**src/rtl/complex_product_combiner.sv**
```systemverilog
// Combines the p0..p3 partial-product stream of a complex multiply into real/imag results,
// either per element or accumulated across elements as a complex dot product.
module complex_product_combiner #(
    parameter int DATA_W = 32,
    parameter int LEN_W  = 10
) (
    input  logic              clk,
    input  logic              rst,
    input  logic              run,
    output logic              done,
    input  logic [DATA_W-1:0] in0,
    input  logic [31:0]       delay0,
    input  logic [LEN_W-1:0]  length,
    input  logic              acc_en,
    output logic [DATA_W-1:0] out0,
    output logic              out_valid
);

    typedef enum logic [1:0] {
        IDLE  = 2'd0,
        DELAY = 2'd1,
        RUN   = 2'd2
    } state_t;

    localparam logic [LEN_W-1:0] ONE_LEN = LEN_W'(1);

    state_t            state, stateNext;
    logic              lastIdle;
    logic              accept;
    logic [31:0]       delayCnt;
    logic [LEN_W-1:0]  elemCnt;
    logic              accEnQ;
    logic [1:0]        phase;
    logic [DATA_W-1:0] holdP;
    logic [DATA_W-1:0] accR, accI;
    logic [DATA_W-1:0] partSum, accNew;

    // A run is taken only if the block was already idle in the previous cycle,
    // so a pulse coinciding with done rising is dropped.
    assign accept = (state == IDLE) && lastIdle && run;
    assign done   = (state == IDLE);

    assign partSum = phase[1] ? (holdP + in0) : (holdP - in0);
    assign accNew  = (phase[1] ? accI : accR) + partSum;

    always_comb begin
        stateNext = state;
        case (state)
            IDLE: begin
                if (accept) begin
                    if ((delay0 == 32'd0) && (length != '0)) stateNext = RUN;
                    else                                     stateNext = DELAY;
                end
            end
            DELAY: begin
                // A zero-length operation drains the full delay plus one cycle, then idles.
                if (delayCnt == 32'd0)                              stateNext = IDLE;
                else if ((delayCnt == 32'd1) && (elemCnt != '0))    stateNext = RUN;
            end
            RUN: begin
                if ((phase == 2'd3) && (elemCnt == ONE_LEN)) stateNext = IDLE;
            end
            default: stateNext = IDLE;
        endcase
    end

    always_ff @(posedge clk) begin
        if (rst) begin
            state     <= IDLE;
            lastIdle  <= 1'b1;
            delayCnt  <= '0;
            elemCnt   <= '0;
            accEnQ    <= 1'b0;
            phase     <= '0;
            holdP     <= '0;
            accR      <= '0;
            accI      <= '0;
            out0      <= '0;
            out_valid <= 1'b0;
        end else begin
            state     <= stateNext;
            lastIdle  <= (state == IDLE);
            out_valid <= 1'b0;
            case (state)
                IDLE: begin
                    if (accept) begin
                        delayCnt <= delay0;
                        elemCnt  <= length;
                        accEnQ   <= acc_en;
                        accR     <= '0;
                        accI     <= '0;
                        phase    <= '0;
                    end
                end
                DELAY: begin
                    if (delayCnt != 32'd0) delayCnt <= delayCnt - 32'd1;
                end
                RUN: begin
                    phase <= phase + 2'd1;
                    if (!phase[0]) begin
                        holdP <= in0;
                    end else begin
                        out_valid <= 1'b1;
                        if (accEnQ) begin
                            out0 <= accNew;
                            if (phase[1]) accI <= accNew;
                            else          accR <= accNew;
                        end else begin
                            out0 <= partSum;
                        end
                        if (phase[1]) elemCnt <= elemCnt - ONE_LEN;
                    end
                end
                default: ;
            endcase
        end
    end

endmodule
```
**config.mk**
```make
export PLATFORM = sky130hd
export DESIGN_NAME = complex_product_combiner
export DESIGN_NICKNAME = d
export VERILOG_FILES = /design/src/rtl/complex_product_combiner.sv
export SDC_FILE = /design/constraint.sdc
export NUM_CORES = 1
export LEC_CHECK = 0
export CAP_MARGIN = 20
export CORE_ASPECT_RATIO = 2
export CORE_MARGIN = 8
export CORE_UTILIZATION = 46
export CTS_CLUSTER_DIAMETER = 120
export DETAILED_ROUTE_END_ITERATION = 16
export PLACE_DENSITY = 0.63
export SKIP_LAST_GASP = 1
export SLEW_MARGIN = 20
export SYNTH_ARGS = -nofsm -noshare
export SYNTH_HDL_FRONTEND = slang
export SYNTH_SLANG_ARGS = --single-unit
```
**constraint.sdc**
```tcl
create_clock -name clk -period 10.5 [get_ports clk]
set_clock_uncertainty 0.15 [all_clocks]
set_input_delay 1.05 -clock clk [delete_from_list [all_inputs] [get_ports clk]]
set_output_delay 1.05 -clock clk [all_outputs]
set_load 0.03 [all_outputs]
```
==> run metrics <==
clk slew on worst S/H paths 0.07 ns; crit-path max FO 6; critical path type input port to register; grt total ovfl 0; Via density 5.96; layout overhead on the synthesized area 15.9%; syn nets 1751; layout cells sized above 1 0.0641; largest net degree at the start of global routing 95; area leader, netlist dfxtp_1; WL final around 37 mm; pwr/cell area 135 nW/µm²; H-tree levels 4; Sequential Power Share 0.394; Post-DP Area 13400 µm²; number of remaining DRC errors 0; P_leak 5.32 nW; total power 0.00188 W; Core Footprint 26000 µm²; PortBufs 111; switching share of power 0.342; Mapped Cells 1604; via count about 12000; #FFs+latches synth 177; ys async rst share 0; max_slew headroom 0.298; Slew @ Worst Pin 1.05 ns; CP startpoint kind input port; RSZ-0062 raised after global routing false; placed wire-length estimate 26.9 mm; die area 31900 µm²; initial core utilization 0.463; Initial DRT Pass Iterations 6; Final period util 0.711; status completed; post-CTS sizing 0; routed length per placed instance ~19 µm; top_reg_cell synth dfxtp_1; initial antenna violation count 1; Mapped Area 12000 µm²; Syn Area/Cell about 7.5 µm²; synth top area cells dfxtp_1 (29%), a21oi_1 (8.2%), ha_1 (7.0%); Die H ~240 µm; HP Class register to register; Final Util 0.537; post-synthesis sequential area ratio 0.295; max-cap violations 0; Post-CTS Setup Inserts 0; Period minus WS final ~7.5 ns; DRT iter0 DRCs 874; Net Switching roughly 0.00064 W; setup tns final 0 ns; Int Power 0.00124 W; Worst Path Required between 10 and 15 ns; CTS tree built; final setup fails 0; Slew Limit Fails 0; Post-synth EDFFs 0; CTS buffer count 17; worst vdd ir 0.0902 mV; fmax ~130 MHz; first-pass GRT wire length 60.5 mm; slowest stage delay, CP about 0.57 ns; Comb power frac 0.259; clk root buf clkbuf_16; Post-DRT Antenna Nets 0; Slowest-stage cell, CP or4_1; number of I/O pins around 110; vias in the first global route 11700; unique cell type count in the Yosys netlist 77; critical path arrival between 7 and 8 ns; GP Congestion 0.949; Final nets 1803; Clock Latency Late Sink 0.46 ns; Total GRT Usage 0.236; FP Rows 84; post-cts hold buffer count 0; Yosys top cell area share 0.295; chip width 130 µm; worst hold slack 0.303 ns; Crit. End Element register; Clock power frac 0.347; Clock Sinks roughly 180; Clock Tree Buf Depth 2; YS warnings 0; Finished Cell Area between 10000 and 15000 µm²; final hold vios 0
-- synthesized netlist by cell type (11+ instances only) --
master    instances
a211oi_1         37
a21o_1           32
a21oi_1         198
a22oi_1          23
and2_1           12
clkbuf_1         84
dfxtp_1         177
ha_1             67
inv_1            37
mux2_2           30
mux2i_1          16
nand2_1         208
nand2b_1         11
nand3_1          46
nor2_1          169
nor2b_1          12
nor3_1           51
nor4_1           27
o21a_1           12
o21ai_0          87
or3_1            12
xnor2_1          44
xor2_1           38
-- through the flow --
step	instances	worst slack [ns]
floorplan	1604	4.09
global placement	1980	2.93
detailed placement	1981	2.72
CTS	2013	3.19
global route	2014	2.74
finish	2014	3.03
-- path summary, 6_finish.rpt --
check                           startpoint        to  slack [ns]  depth (start not counted)
worst min register to register    accI[12]  accI[12]        0.30                          2
worst min-delay path              accI[12]  accI[12]        0.30                          2
worst max register to register    phase[1]  accR[28]        3.96                         23
worst max-delay path                in0[7]  accR[28]        3.03                         26
-- layer usage --
metal / GRT usage / part of all wire / wire length (µm)
met3: 0.0354 / 0.046 / 1700
met4: 0.0958 / 0.027 / 1010
met1: 0.282 / 0.43 / 16000
met5: 0 / 0 / 0
met2: 0.411 / 0.50 / 18600
-- cell usage in the layout (no fill, tap or decap), drive strengths merged, types with 6 or more instances in the layout --
master	count
o31ai	9
o211ai	11
o21a	12
clkdlybuf4s50	110
and2	13
mux2i	16
clkbuf	18
nand4	8
mux2	31
ha	67
inv	43
o22ai	6
nor2	169
or4	9
xor2	38
or3	12
a22oi	24
a21o	32
o31a	6
buf	17
a221oi	8
clkinv	6
dfxtp	177
a21oi	200
nand2b	11
nor2b	12
nor4	28
nand3	46
a211oi	37
nand2	208
nor3	51
xnor2	45
o21bai	8
and4	6
a31oi	11
and3	11
o21ai	90
-- power by group through the flow --
stage | combinational (W) | sequential, W | clock, W
3_3_place_gp | 0.000471 | 0.000753 | 0
6_report | 0.000487 | 0.000740 | 0.000652
5_1_grt | 0.000533 | 0.000745 | 0.000691
4_1_cts | 0.000483 | 0.000739 | 0.000666
2_1_floorplan | 0.000337 | 0.000745 | 0
3_5_place_dp | 0.000480 | 0.000754 | 0
-- critical path: cells and delay by family --
kind,cells,cell delay [ns]
compound gates,12,2.55
xor+xnor,2,0.49
fa+ha+maj,2,0.74
buf+inv,1,0.49
simple gates,9,2.31
-- registers in the layout, summed over array words and instances (netlist names) --
signal	cells
accI	32
accR	32
delayCnt	32
holdP	32
out0	32
elemCnt	10
phase	2
state	2
accEnQ	1
lastIdle	1
out_valid	1
-- cells by family after synthesis --
kind of cell               Yosys count  share of synthesized area
AOI/OAI and AO/OA                  499                      0.259
muxes                               47                     0.0426
and+or+nand+nor                    596                      0.226
xor gates and xnor gates            84                     0.0630
buffers and inverters              132                     0.0412
DFF                                177                      0.295
adders and majority gates           69                     0.0730
-- final cells by class --
class | count | area, µm²
clock buffer | 18 | 429
multi-input combinational | 1295 | 8000
inverter | 38 | 143
tap | 344 | 430
fill | 2580 | 12000
timing repair buffer | 127 | 1240
antenna | 1 | 2.50
sequential | 177 | 3550
clock inverter | 14 | 155
No activity file was read; power rests on OpenSTA's default activity.
